**config.mk**
```make
export PLATFORM = sky130hd
export DESIGN_NAME = flag_branch_unit_flat
export DESIGN_NICKNAME = d
export VERILOG_FILES = /design/src/rtl/flag_branch_unit_pkg.sv /design/src/rtl/flag_branch_unit_if.sv /design/src/rtl/flag_branch_unit_branch_cond_eval.sv /design/src/rtl/flag_branch_unit.sv /design/src/flat_wrapper.sv
export SDC_FILE = /design/constraint.sdc
export NUM_CORES = 1
export LEC_CHECK = 0
export CORE_UTILIZATION = 35
export CTS_BUF_LIST = sky130_fd_sc_hd__clkbuf_4 sky130_fd_sc_hd__clkbuf_8 sky130_fd_sc_hd__clkbuf_16
export DETAILED_ROUTE_END_ITERATION = 16
export GPL_TIMING_DRIVEN = 0
export PLACE_DENSITY = 0.65
export SYNTH_ARGS = -nofsm -noshare
export SYNTH_HDL_FRONTEND = slang
export SYNTH_HIERARCHICAL = 1
export SYNTH_SLANG_ARGS = --single-unit
```
**constraint.sdc**
```tcl
create_clock -name clk -period 2.94 [get_ports clk]
set_clock_uncertainty 0.1 [all_clocks]
set_input_delay 0.294 -clock clk [delete_from_list [all_inputs] [get_ports clk]]
set_output_delay 0.294 -clock clk [all_outputs]
set_load 0.02 [all_outputs]
```
**src/rtl/flag_branch_unit_pkg.sv**
```systemverilog
// Shared encodings for the flag/branch unit: condition codes, flag bit
// positions and the sequencing FSM state type.
package flag_branch_pkg;

  localparam int BR_CW = 3;

  localparam logic [BR_CW-1:0] BR_B    = 3'b000;
  localparam logic [BR_CW-1:0] BR_BLTZ = 3'b001;
  localparam logic [BR_CW-1:0] BR_BZ   = 3'b010;
  localparam logic [BR_CW-1:0] BR_BNZ  = 3'b011;
  localparam logic [BR_CW-1:0] BR_BL   = 3'b100;
  localparam logic [BR_CW-1:0] BR_BCY  = 3'b101;
  localparam logic [BR_CW-1:0] BR_BNCY = 3'b110;
  localparam logic [BR_CW-1:0] BR_RET  = 3'b111;

  localparam int FLG_C = 3;
  localparam int FLG_S = 2;
  localparam int FLG_V = 1;
  localparam int FLG_Z = 0;

  typedef enum logic [1:0] {
    ST_RESET = 2'd0,
    ST_RUN   = 2'd1,
    ST_FLUSH = 2'd2
  } state_t;

  function automatic logic [3:0] pack_flags(input logic c, input logic s,
                                            input logic v, input logic z);
    return {c, s, v, z};
  endfunction

endpackage

```
**src/rtl/flag_branch_unit_if.sv**
```systemverilog
// ALU-status / branch / fetch bundle between the pipeline and the flag_branch_unit.
interface flag_branch_unit_if #(
  parameter int SIZE     = 32,
  parameter int BR_CSIZE = 3
);
  logic                alu_valid;
  logic                flags_we;
  logic                carryflag;
  logic                signflag;
  logic                overflowflag;
  logic                zflag;
  logic                stall;
  logic                br_valid;
  logic [BR_CSIZE-1:0] br_cond;
  logic [SIZE-1:0]     br_target;
  logic [SIZE-1:0]     pc;
  logic                pc_valid;
  logic [SIZE-1:0]     link;
  logic [3:0]          flags_q;
  logic                br_taken;
  logic                flush;

  modport master (
    output alu_valid, flags_we, carryflag, signflag, overflowflag, zflag,
    output stall, br_valid, br_cond, br_target,
    input  pc, pc_valid, link, flags_q, br_taken, flush
  );

  modport slave (
    input  alu_valid, flags_we, carryflag, signflag, overflowflag, zflag,
    input  stall, br_valid, br_cond, br_target,
    output pc, pc_valid, link, flags_q, br_taken, flush
  );
endinterface

```
**src/rtl/flag_branch_unit_branch_cond_eval.sv**
```systemverilog
// Combinational branch resolution: condition code against effective flags.
module branch_cond_eval
  import flag_branch_pkg::*;
(
  input  logic [BR_CW-1:0] i_cond,
  input  logic             i_carry,
  input  logic             i_sign,
  input  logic             i_zero,
  output logic             o_taken
);

  always_comb begin
    o_taken = 1'b0;
    case (i_cond)
      BR_B, BR_BL, BR_RET: o_taken = 1'b1;
      BR_BLTZ:             o_taken = i_sign;
      BR_BZ:               o_taken = i_zero;
      BR_BNZ:              o_taken = ~i_zero;
      BR_BCY:              o_taken = i_carry;
      BR_BNCY:             o_taken = ~i_carry;
      default:             o_taken = 1'b0;
    endcase
  end

endmodule

```
**src/rtl/flag_branch_unit.sv**
```systemverilog
// Architectural flag register, PC/link ownership and branch redirect FSM
// sitting between the ALU and instruction fetch.
module flag_branch_unit
  import flag_branch_pkg::*;
#(
  parameter int              SIZE      = 32,
  parameter int              BR_CSIZE  = 3,
  parameter logic [SIZE-1:0] RESET_VEC = '0
) (
  input logic              clk,
  input logic              rst,
  flag_branch_unit_if.slave bus
);

  localparam logic [SIZE-1:0] ALIGN_MASK = {{(SIZE-2){1'b1}}, 2'b00};

  state_t          r_state;
  logic [SIZE-1:0] r_pc;
  logic            r_pc_valid;
  logic [SIZE-1:0] r_link;
  logic [3:0]      r_flags;
  logic            r_br_taken;
  logic            r_flush;

  logic [3:0]      w_alu_flags;
  logic            w_flag_wr;
  logic [3:0]      w_eff_flags;
  logic            w_taken;
  logic            w_redirect;
  logic [SIZE-1:0] w_pc_plus4;
  logic [SIZE-1:0] w_target;

  assign w_alu_flags = pack_flags(bus.carryflag, bus.signflag, bus.overflowflag, bus.zflag);
  assign w_flag_wr   = bus.alu_valid & bus.flags_we;
  // Same-cycle ALU flags bypass the register so a compare+branch pair resolves correctly.
  assign w_eff_flags = w_flag_wr ? w_alu_flags : r_flags;
  assign w_pc_plus4  = r_pc + SIZE'(4);
  assign w_target    = (bus.br_cond == BR_RET) ? r_link : (bus.br_target & ALIGN_MASK);
  assign w_redirect  = (r_state == ST_RUN) & bus.br_valid & ~bus.stall & w_taken;

  branch_cond_eval u_cond (
    .i_cond  (bus.br_cond),
    .i_carry (w_eff_flags[FLG_C]),
    .i_sign  (w_eff_flags[FLG_S]),
    .i_zero  (w_eff_flags[FLG_Z]),
    .o_taken (w_taken)
  );

  always_ff @(posedge clk) begin
    if (rst) begin
      r_flags <= '0;
    end else if (w_flag_wr && !bus.stall) begin
      r_flags <= w_alu_flags;
    end
  end

  always_ff @(posedge clk) begin
    if (rst) begin
      r_state    <= ST_RESET;
      r_pc       <= RESET_VEC;
      r_pc_valid <= 1'b0;
      r_link     <= '0;
      r_br_taken <= 1'b0;
      r_flush    <= 1'b0;
    end else begin
      case (r_state)
        ST_RESET: begin
          r_state    <= ST_RUN;
          r_pc_valid <= 1'b1;
          r_br_taken <= 1'b0;
          r_flush    <= 1'b0;
        end
        ST_RUN: begin
          if (!bus.stall) begin
            if (w_redirect) begin
              r_pc       <= w_target;
              r_br_taken <= 1'b1;
              r_flush    <= 1'b1;
              r_state    <= ST_FLUSH;
              if (bus.br_cond == BR_BL) r_link <= w_pc_plus4 & ALIGN_MASK;
            end else begin
              r_pc       <= w_pc_plus4;
              r_br_taken <= 1'b0;
              r_flush    <= 1'b0;
            end
          end
        end
        ST_FLUSH: begin
          // Anything on br_valid here is wrong-path and is dropped.
          if (!bus.stall) begin
            r_pc       <= w_pc_plus4;
            r_br_taken <= 1'b0;
            r_flush    <= 1'b0;
            r_state    <= ST_RUN;
          end
        end
        default: begin
          r_state    <= ST_RESET;
          r_pc       <= RESET_VEC;
          r_pc_valid <= 1'b0;
          r_br_taken <= 1'b0;
          r_flush    <= 1'b0;
        end
      endcase
    end
  end

  assign bus.pc       = r_pc;
  assign bus.pc_valid = r_pc_valid;
  assign bus.link     = r_link;
  assign bus.flags_q  = r_flags;
  assign bus.br_taken = r_br_taken;
  assign bus.flush    = r_flush;

endmodule
```
**src/flat_wrapper.sv**
```systemverilog
// flat-port wrapper written by rule: the top's interface ports become plain ports
module flag_branch_unit_flat import flag_branch_pkg::*;
#(
  parameter int              SIZE      = 32,
  parameter int              BR_CSIZE  = 3,
  parameter logic [SIZE-1:0] RESET_VEC = '0
)
  (clk, rst, bus_alu_valid, bus_flags_we, bus_carryflag, bus_signflag, bus_overflowflag, bus_zflag, bus_stall, bus_br_valid, bus_br_cond, bus_br_target, bus_pc, bus_pc_valid, bus_link, bus_flags_q, bus_br_taken, bus_flush);
  flag_branch_unit_if #(.SIZE(SIZE), .BR_CSIZE(BR_CSIZE)) bus_i ();
  input logic clk;
  input logic rst;
  input wire logic [$bits(bus_i.alu_valid)-1:0] bus_alu_valid;
  input wire logic [$bits(bus_i.flags_we)-1:0] bus_flags_we;
  input wire logic [$bits(bus_i.carryflag)-1:0] bus_carryflag;
  input wire logic [$bits(bus_i.signflag)-1:0] bus_signflag;
  input wire logic [$bits(bus_i.overflowflag)-1:0] bus_overflowflag;
  input wire logic [$bits(bus_i.zflag)-1:0] bus_zflag;
  input wire logic [$bits(bus_i.stall)-1:0] bus_stall;
  input wire logic [$bits(bus_i.br_valid)-1:0] bus_br_valid;
  input wire logic [$bits(bus_i.br_cond)-1:0] bus_br_cond;
  input wire logic [$bits(bus_i.br_target)-1:0] bus_br_target;
  output wire logic [$bits(bus_i.pc)-1:0] bus_pc;
  output wire logic [$bits(bus_i.pc_valid)-1:0] bus_pc_valid;
  output wire logic [$bits(bus_i.link)-1:0] bus_link;
  output wire logic [$bits(bus_i.flags_q)-1:0] bus_flags_q;
  output wire logic [$bits(bus_i.br_taken)-1:0] bus_br_taken;
  output wire logic [$bits(bus_i.flush)-1:0] bus_flush;
  assign bus_i.alu_valid = bus_alu_valid;
  assign bus_i.flags_we = bus_flags_we;
  assign bus_i.carryflag = bus_carryflag;
  assign bus_i.signflag = bus_signflag;
  assign bus_i.overflowflag = bus_overflowflag;
  assign bus_i.zflag = bus_zflag;
  assign bus_i.stall = bus_stall;
  assign bus_i.br_valid = bus_br_valid;
  assign bus_i.br_cond = bus_br_cond;
  assign bus_i.br_target = bus_br_target;
  assign bus_pc = bus_i.pc;
  assign bus_pc_valid = bus_i.pc_valid;
  assign bus_link = bus_i.link;
  assign bus_flags_q = bus_i.flags_q;
  assign bus_br_taken = bus_i.br_taken;
  assign bus_flush = bus_i.flush;
  flag_branch_unit #(.SIZE(SIZE), .BR_CSIZE(BR_CSIZE), .RESET_VEC(RESET_VEC)) u_core (.clk(clk), .rst(rst), .bus(bus_i));
endmodule
```
==> results of run 1 <==
[timing repair]
action | 4_1_cts | 5_1_grt
resized for setup | 10 | 19
setup endpoints to repair | 53 | 50
pin swaps | 3 | 7
buffers inserted | 3 | 7
cloned | 0 | 1
[layout make-up]
class	instances	area [um^2]	area share, %
Sequential cell	68	1360	23.8
Timing Repair Buffer	120	1170	20.5
Multi-Input combinational cell	365	2520	44.1
Clock inverter	2	10.0	0.175
Clock buffer	14	269	4.71
Inverter	15	56.3	0.986
Tap cell	140	175	3.07
Buffer	28	148	2.59
[state kept, by name (all words and copies together) (netlist names)]
| register | flops |
|---|---|
| u_core/bus.pc_valid | 1 |
| u_core/r_state | 2 |
| u_core/bus.flush | 1 |
| u_core/bus.pc | 30 |
| u_core/bus.flags_q | 4 |
| u_core/bus.link | 30 |
[per-layer routing]
metal	GRT usage, %	routed length, um	share of wire [%]
met5	0	0	0
met2	39.9	6590	46
met4	7.14	258	1.8
met1	33.6	6150	43
met3	4.30	1220	8.6
[cells by family (layout without fill, tap and decap cells)]
| kind of cell | count (synthesis) | after routing | synth area share [%] |
|---|---|---|---|
| AOI/OAI and AO/OA | 134 | 134 | 21.4 |
| xor gates and xnor gates | 24 | 24 | 5.28 |
| adders and majority gates | 6 | 6 | 1.89 |
| buffers and inverters | 44 | 179 | 4.94 |
| DFF | 68 | 68 | 34.2 |
| muxes | 44 | 44 | 11.3 |
| other | 1 | 4 | 0.0942 |
| and+or+nand+nor | 153 | 153 | 20.9 |
[worst paths after layout]
check        depth (start not counted)  slack (ns)                            endpoint                               start
max                                 12        0.08      u_core/bus.pc[19]$_SDFFE_PP0P_                        bus_flags_we
max reg2reg                          9        0.22      u_core/bus.pc[30]$_SDFFE_PP0P_      u_core/r_state[0]$_SDFFE_PP0P_
min reg2reg                          2        0.39  u_core/bus.flags_q[1]$_SDFFE_PP0P_  u_core/bus.flags_q[1]$_SDFFE_PP0P_
min                                  2        0.39  u_core/bus.flags_q[1]$_SDFFE_PP0P_  u_core/bus.flags_q[1]$_SDFFE_PP0P_
[cells in the final DEF, fill, tap and decap left out, types with 5 or more instances in the layout]
master	instances
a211oi_1	8
a21oi_1	37
and3_1	7
buf_2	6
buf_4	17
clkbuf_1	10
clkbuf_16	9
clkdlybuf4s50_1	109
dfxtp_1	68
ha_1	6
inv_1	15
mux2_2	7
mux2i_1	37
nand2_1	21
nand3_1	17
nand4_1	8
nor2_1	50
nor3_1	9
o21ai_0	33
o22ai_1	6
o32a_1	5
xnor2_1	9
xor2_1	15
[critical path: cells and delay by family]
kind            cells  cell delay, ns
mux                 2            0.63
compound gates      4            0.81
simple gates        4            0.60
buf+inv             2            0.63
[per-stage QoR]
step	setup WS (ns)	utilization, %
floorplan	0.179	-
global placement	-0.932	48.1
detailed placement	-0.966	48.1
CTS	0.0165	51.2
global route	-0.0201	52.2
finish	0.0790	52.2
[power groups by stage]
stage / sequential, mW / clock (mW) / combinational [mW]
CTS: 0.988 / 1.03 / 0.879
finish: 0.989 / 1.02 / 0.980
floorplan: 1.03 / 0 / 0.490
global route: 0.995 / 1.08 / 1.05
global placement: 1.01 / 0 / 0.800
detailed placement: 1.01 / 0 / 0.812
==> results.json, run 1 <==
{
  "vdd_drop_max_mv": 0.356,
  "wl_per_cell_um": 18.9,
  "syn_inst": 474,
  "cts_root_buf": "clkbuf_16",
  "h-tree-depth": 3,
  "numCtsBuffers": 9,
  "hp-class": "reg -> reg",
  "worstPathRequired_ns": 3.05,
  "status": "finished, final reports clean",
  "clkTransAtPathRegs_ns": 0.06,
  "synth_common_cells": "68 x dfxtp_1, 52 x nor2_1, 39 x a21oi_1",
  "max_stage_delay_ns": 0.43,
  "setup_viol": 0,
  "fin_setup_tns_ns": 0,
  "p_comb_share_pct": 32.8,
  "grt_pass1_wl_um": 22000,
  "switching_share_pct": 34.4,
  "die_w_um": 109,
  "relSlewSlack_pct": 31.6,
  "drv_cap": 0,
  "cp_max_fo": 7,
  "fillers": 1051,
  "ios": 116,
  "num_antenna_cells": 0,
  "synthFlopType": "dfxtp_1",
  "whs_ns": 0.393,
  "drcViolationCount": 0,
  "vias_per_cell": 5.65,
  "clockBufferDepth": 2,
  "post-synth-top-count-cell": "dfxtp_1",
  "ant_nets": 0,
  "hpwl_um": 10200,
  "synth-seq-area-share_pct": 34.2,
  "cts_hold_buf": 0,
  "rsz0062_at_grt": "true",
  "gp_congestion": 0.926,
  "yosysTopAreaCell": "dfxtp_1",
  "switchingPower_mw": 1.03,
  "worst_slew_pin_slew_ns": 1.03,
  "path_cells": "clkdlybuf4s50_1, nand2_2, mux2_2, nor2b_2, mux2_2, a21oi_4, nand3b_1, buf_4, a21oi_4, nor2_2, a21o_1, a211o_1",
  "grt_start_max_net_pins": 11,
  "drt_wl_total_um": 14200,
  "power_mw": 2.99,
  "dp_cells": 726,
  "grt_pass1_vias": 4060,
  "final_cells": 752,
  "min_period_over_period_pct": 97.3,
  "drt_iter0_markers": 368,
  "yosys_register_bits": 68,
  "io_buffers": 109,
  "critPathKind": "in -> reg",
  "synth_edf_count": 0,
  "synth-async-reset-ratio_pct": 0,
  "power.leakage_nw": 2.24,
  "final_nets": 658,
  "core-area_mm2": 0.0109,
  "synthTopCellsByArea": "dfxtp_1 34%, mux2i_1 9.3%, a21oi_1 4.9%",
  "rows": 38,
  "cp.arrival_ns": 2.97,
  "internal_power_mw": 1.96,
  "cp-end-kind": "register",
  "synth_area_mm2": 0.00398,
  "fin_area_mm2": 0.00571,
  "gr-usage-all-layers_pct": 24.7,
  "finalMaxSlewViolations": 0,
  "cts_tree": "built",
  "yosys.cell_types.count": 64,
  "powerDensity_mw_per_mm2": 523,
  "vias": 4248,
  "die_area_mm2": 0.0118,
  "seq_power_share_pct": 33.1,
  "die_y_um": 109,
  "cts_sinks": 68,
  "start_util_pct": 36.4,
  "max_freq_ghz": 0.350,
  "area_delta_synth_final_pct": 43.5,
  "postPlaceCellArea_mm2": 0.00526,
  "first_pass_iters": 6,
  "pwr-share-clk_pct": 34.1,
  "worstSkewPairLatency_ns": 0.33,
  "synth_top_area_share_pct": 34.2,
  "setup.worst_path.start_class": "input port",
  "yosys_warnings": 6,
  "antenna_found_initial": 0,
  "layout-drive-gt1-share_pct": 11.8,
  "syn_area_per_cell_um2": 8.39,
  "hold_viol_final": 0,
  "cp_slowest_cell": "clkdlybuf4s50_1",
  "grt_overflow": 0,
  "finalCriticalPeriod_ns": 2.86
}
(Power assumes the default switching activity.)
==> inputs of run 2 (changes only) <==
--- a/config.mk
+++ b/config.mk
@@ -5,11 +5,12 @@
 export SDC_FILE = /design/constraint.sdc
 export NUM_CORES = 1
 export LEC_CHECK = 0
+export CORE_MARGIN = 2
 export CORE_UTILIZATION = 35
 export CTS_BUF_LIST = sky130_fd_sc_hd__clkbuf_4 sky130_fd_sc_hd__clkbuf_8 sky130_fd_sc_hd__clkbuf_16
 export DETAILED_ROUTE_END_ITERATION = 16
-export GPL_TIMING_DRIVEN = 0
 export PLACE_DENSITY = 0.65
+export SKIP_LAST_GASP = 1
 export SYNTH_ARGS = -nofsm -noshare
 export SYNTH_HDL_FRONTEND = slang
 export SYNTH_HIERARCHICAL = 1
==> run 2 against run 1 <==
Net effect:
- worst hold slack better by 0.0063 ns
- die area is 3.7% higher
- non-clock buffer count fell by 3
- maximum frequency grew 2.7%
- combinational power shrank 4.4%
- sequential power barely moved
- largest power group unchanged
==> results.json, run 2 (synthesized netlist as in run 1, its figures left out) <==
{
  "multi_input_area_mm2": 0.00245,
  "vdd_drop_max_mv": 0.373,
  "post-place-ws_ns": -0.243,
  "seq_area_mm2": 0.00136,
  "critPathKind": "in -> reg",
  "io_buffers": 109,
  "cts_root_buf": "clkbuf_16",
  "antenna_found_initial": 0,
  "max_freq_ghz": 0.359,
  "grt_pass1_wl_um": 20100,
  "grt_overflow": 0,
  "drv_cap": 0,
  "die_y_um": 111,
  "hp-class": "reg -> reg",
  "gr-usage-all-layers_pct": 20.2,
  "vias": 4166,
  "ff2ff_path_depth": 10,
  "dp_cells": 733,
  "worstSkewPairLatency_ns": 0.34,
  "hpwl_um": 9450,
  "drt_iter0_markers": 276,
  "grt_start_max_net_pins": 27,
  "setup_viol": 0,
  "core-area_mm2": 0.0110,
  "hold_start": "u_core/bus.flags_q[1]$_SDFFE_PP0P_",
  "area_delta_synth_final_pct": 44.1,
  "final_nets": 655,
  "wl_per_cell_um": 17.2,
  "cp-end-kind": "register",
  "hold_viol_final": 0,
  "vias_per_cell": 5.56,
  "clkTransAtPathRegs_ns": 0.06,
  "cts_tree": "built",
  "layout-drive-gt1-share_pct": 12.0,
  "cts_sinks": 68,
  "drcViolationCount": 0,
  "worstPathRequired_ns": 3.10,
  "relSlewSlack_pct": 26.1,
  "rows": 38,
  "power.leakage_nw": 2.27,
  "powerDensity_mw_per_mm2": 539,
  "worst_slew_pin_slew_ns": 1.10,
  "cts_hold_buf": 0,
  "final_cell_mix": "109 x clkdlybuf4s50_1, 68 x dfxtp_1, 51 x nor2_1",
  "min_period_over_period_pct": 94.7,
  "first_pass_iters": 5,
  "cp_max_fo": 17,
  "fin_setup_tns_ns": 0,
  "fin_ws_ns": 0.155,
  "finalMaxSlewViolations": 0,
  "clockBufferDepth": 2,
  "num_antenna_cells": 0,
  "h-tree-depth": 3,
  "rsz0062_at_grt": "true",
  "setup.worst_path.start_class": "input port",
  "ant_nets": 0,
  "final_common_cell": "clkdlybuf4s50_1",
  "grt_pass1_vias": 3933,
  "die_area_mm2": 0.0122,
  "final_cells": 749,
  "fillers": 1061,
  "status": "finished, final reports clean",
  "min_to": "u_core/bus.flags_q[1]$_SDFFE_PP0P_",
  "rrSetupSlack_ns": 0.39,
  "drt_wl_total_um": 12900,
  "start_util_pct": 36.2,
  "finalCriticalPeriod_ns": 2.78,
  "timing.rr.start": "u_core/bus.flags_q[0]$_SDFFE_PP0P_",
  "r2r-end": "u_core/bus.link[9]$_SDFFE_PP0P_",
  "cp.arrival_ns": 2.95,
  "whs_path_depth": 2,
  "ios": 116,
  "whs_ns": 0.399,
  "die_w_um": 111,
  "numCtsBuffers": 9,
  "gp_congestion": 0.896
}
==> run 2: changes by cell type in the layout (fill, tap and decap cells not counted), moves of 3 or more <==
cell      change
clkbuf_4      -4
buf_1         -3
clkbuf_1     -10
buf_4        +18
buf_2         -6
==> run 2: worst max-delay path: stages <==
cell and delay [ns]:
clkdlybuf4s50_1 0.42, nand2_1 0.10, mux2_2 0.33, nor2b_2 0.15, mux2_2 0.26, a21oi_1 0.20, nand4b_1 0.19, nor4b_4 0.31
buf_4 0.30, buf_4 0.17, o21ai_0 0.08, a21oi_1 0.14
==> run 2: through the flow <==
step	util [%]	total power, mW	area [um^2]
global route	52.2	3.22	5730
global placement	49.3	1.90	5410
floorplan	-	1.52	3990
finish	52.2	3.09	5730
CTS	52.2	3.08	5730
detailed placement	49.3	1.92	5410
==> run 2: layer usage <==
metal,routed length [um],global-route usage [%],vias up,share of wire [%]
li1,-,-,2002,-
met1,5800,27.2,1966,45
met2,5910,31.9,178,46
met3,911,4.12,20,7.1
met4,266,7.25,0,2.1
met5,0,0,-,0
==> run 2: where the power goes <==
part	internal (mW)	switching [mW]	leakage (nW)	total, mW
clock	0.739	0.426	0.155	1.17
sequential	0.954	0.0355	0.549	0.990
combinational	0.387	0.550	1.57	0.937
total	2.08	1.01	2.27	3.09
==> run 2: cell type report <==
class / count / share of cell area (%)
clock buffers: 9 / 3.93
clock inverters: 7 / 1.59
inverters: 15 / 0.982
multi-input cells: 365 / 42.7
flip-flops and latches: 68 / 23.8
well taps: 140 / 3.06
repair buffers: 145 / 24.0
==> run 2: what timing repair did <==
item,4_1_cts,5_1_grt
gates resized for setup,0,1
setup buffers,0,0
setup endpoints to repair,0,4
==> run 2: worst max-delay path by stage <==
stage | endpoint | slack, ns | cells past startpoint | from
after floorplan | u_core/bus.pc[19]$_SDFFE_PP0P_ | 0.18 | 10 | bus_alu_valid
after global placement | u_core/bus.pc[26]$_SDFFE_PP0P_ | -0.22 | 13 | bus_alu_valid
after detailed placement | u_core/bus.pc[26]$_SDFFE_PP0P_ | -0.24 | 13 | bus_alu_valid
after CTS | u_core/bus.pc[26]$_SDFFE_PP0P_ | 0.09 | 13 | bus_alu_valid
after global routing | u_core/bus.pc[24]$_SDFFE_PP0P_ | -0.0002 | 13 | bus_alu_valid
final | u_core/bus.link[9]$_SDFFE_PP0P_ | 0.16 | 12 | bus_alu_valid
==> inputs of run 3 (changes only) <==
--- a/config.mk
+++ b/config.mk
@@ -8,8 +8,10 @@
 export CORE_MARGIN = 2
 export CORE_UTILIZATION = 35
 export CTS_BUF_LIST = sky130_fd_sc_hd__clkbuf_4 sky130_fd_sc_hd__clkbuf_8 sky130_fd_sc_hd__clkbuf_16
+export CTS_CLUSTER_SIZE = 12
 export DETAILED_ROUTE_END_ITERATION = 16
-export PLACE_DENSITY = 0.65
+export DONT_BUFFER_PORTS = 1
+export PLACE_DENSITY = 0.52
 export SKIP_LAST_GASP = 1
 export SYNTH_ARGS = -nofsm -noshare
 export SYNTH_HDL_FRONTEND = slang
==> run 3 against run 2 <==
Net effect:
- die area did not move
- combinational power shrank 18%
- count of clock-buffer cells in the layout increased by 2
- flip-flop and latch count unchanged
- core utilization down 11 points
- setup slack better by 0.093 ns
- largest cell class unchanged
- critical path depth is 3 lower
- power decreased by 7.4%
- final cell count down 15%
- maximum frequency is 3.4% higher
- clock power fell by 8%
==> results.json, run 3 (synthesized netlist as in run 1, its figures left out) <==
{
  "status": "finished, final reports clean",
  "max_stage_delay_ns": 0.46,
  "worstSkewPairLatency_ns": 0.34,
  "worstPathRequired_ns": 3.06,
  "power.leakage_nw": 1.84,
  "cp_max_fo": 5,
  "final_cells": 633,
  "layout-drive-gt1-share_pct": 13.2,
  "crit_path_frequent_cell": "mux2_2",
  "vias": 3624,
  "final_nets": 539,
  "rsz0062_at_grt": "false",
  "num_antenna_cells": 0,
  "cp.arrival_ns": 2.82,
  "grt_overflow": 0,
  "setup_viol": 0,
  "worst_slew_pin_slew_ns": 1.05,
  "cts_root_buf": "clkbuf_16",
  "cts_setup_buffers": 0,
  "drcViolationCount": 0,
  "fillers": 1123,
  "min_period_over_period_pct": 91.6,
  "area_delta_synth_final_pct": 15.1,
  "hp-class": "in -> reg",
  "final_cell_mix": "68 x dfxtp_1, 52 x nor2_1, 39 x a21oi_1",
  "multi_input_area_mm2": 0.00245,
  "relSlewSlack_pct": 29.9,
  "clkTransAtPathRegs_ns": 0.06,
  "grt_pass1_vias": 3490,
  "gp_congestion": 0.817,
  "vias_per_cell": 5.73,
  "grt_pass1_wl_um": 20000,
  "first_pass_iters": 5,
  "clockBufferDepth": 2,
  "ant_nets": 0,
  "finalMaxSlewViolations": 0,
  "path_cells": "mux2_2, mux2i_1, mux2_2, a21oi_1, nand3b_1, a21o_1, and2_1, and3_1, o31a_1",
  "die_y_um": 111,
  "cts_sinks": 68,
  "critPathBufInv": 0,
  "seq_area_mm2": 0.00136,
  "finalCriticalPeriod_ns": 2.69,
  "cp-end-kind": "register",
  "powerDensity_mw_per_mm2": 626,
  "drv_cap": 0,
  "dp_cells": 616,
  "core-area_mm2": 0.0110,
  "start_util_pct": 36.2,
  "fin_setup_tns_ns": 0,
  "post-place-ws_ns": 0.0897,
  "postPlaceCellArea_mm2": 0.00426,
  "setup.worst_path.start_class": "register",
  "io_buffers": 0,
  "hpwl_um": 8910,
  "cts_tree": "built",
  "drt_wl_total_um": 12400,
  "crit_family": "compound AO/OA/AOI/OAI gates",
  "grt_start_max_net_pins": 34,
  "wl_per_cell_um": 19.6,
  "hold_viol_final": 0,
  "fin_ws_ns": 0.248,
  "power_mw": 2.86,
  "gr-usage-all-layers_pct": 20.3,
  "cp_slowest_cell": "dfxtp_1",
  "critPathKind": "reg -> reg",
  "die_w_um": 111,
  "h-tree-depth": 3,
  "antenna_found_initial": 0,
  "numCtsBuffers": 9,
  "drt_iter0_markers": 268,
  "max_freq_ghz": 0.372,
  "vdd_drop_max_mv": 0.336,
  "final_common_cell": "dfxtp_1",
  "fin_area_mm2": 0.00458,
  "rows": 38,
  "die_area_mm2": 0.0122,
  "ios": 116
}
run 3: timing repair:
item	4_1_cts	5_1_grt
gates resized for setup	0	1
endpoints found under the hold margin	33	0
hold buffers	1	0
setup endpoints to repair	0	1
run 3: per-stage QoR:
step / utilization, % / hold WS, ns
after floorplan: - / 0.338
after global routing: 41.7 / 0.0279
after detailed placement: 38.8 / 0.272
final: 41.7 / 0.00818
after CTS: 41.6 / 0.00702
after global placement: 38.8 / 0.271
run 3: final timing paths:
check                                     start  slack [ns]  cells after the start                                 end
max          u_core/bus.flags_q[3]$_SDFFE_PP0P_        0.25                      9      u_core/bus.pc[27]$_SDFFE_PP0P_
max reg2reg  u_core/bus.flags_q[3]$_SDFFE_PP0P_        0.25                      9      u_core/bus.pc[27]$_SDFFE_PP0P_
min                                   bus_zflag       0.008                      2  u_core/bus.flags_q[0]$_SDFFE_PP0P_
min reg2reg      u_core/r_state[0]$_SDFFE_PP0P_        0.45                      2      u_core/r_state[0]$_SDFFE_PP0P_
run 3: area by class of cell:
cell class                      instances  share of cell area (%)
Inverter                               15                    1.23
Multi-Input combinational cell        365                    53.4
Clock inverter                          5                    1.15
Sequential cell                        68                    29.7
Tap cell                              140                    3.83
Timing Repair Buffer                   29                    5.38
Clock buffer                           11                    5.25
run 3: where the power goes:
part / switching, mW / internal, mW / total [mW] / leakage, nW
Sequential: 0.0557 / 0.954 / 1.01 / 0.549
Combinational: 0.500 / 0.271 / 0.770 / 1.15
Clock: 0.413 / 0.671 / 1.08 / 0.146
Total: 0.968 / 1.90 / 2.86 / 1.84
run 3: layer usage:
| layer | vias up | global-route usage, % | routed length, um |
|---|---|---|---|
| li1 | 1773 | - | - |
| met1 | 1720 | 27.3 | 5680 |
| met2 | 121 | 32.5 | 5750 |
| met3 | 10 | 5.21 | 857 |
| met4 | 0 | 4.83 | 124 |
| met5 | - | 0 | 0 |
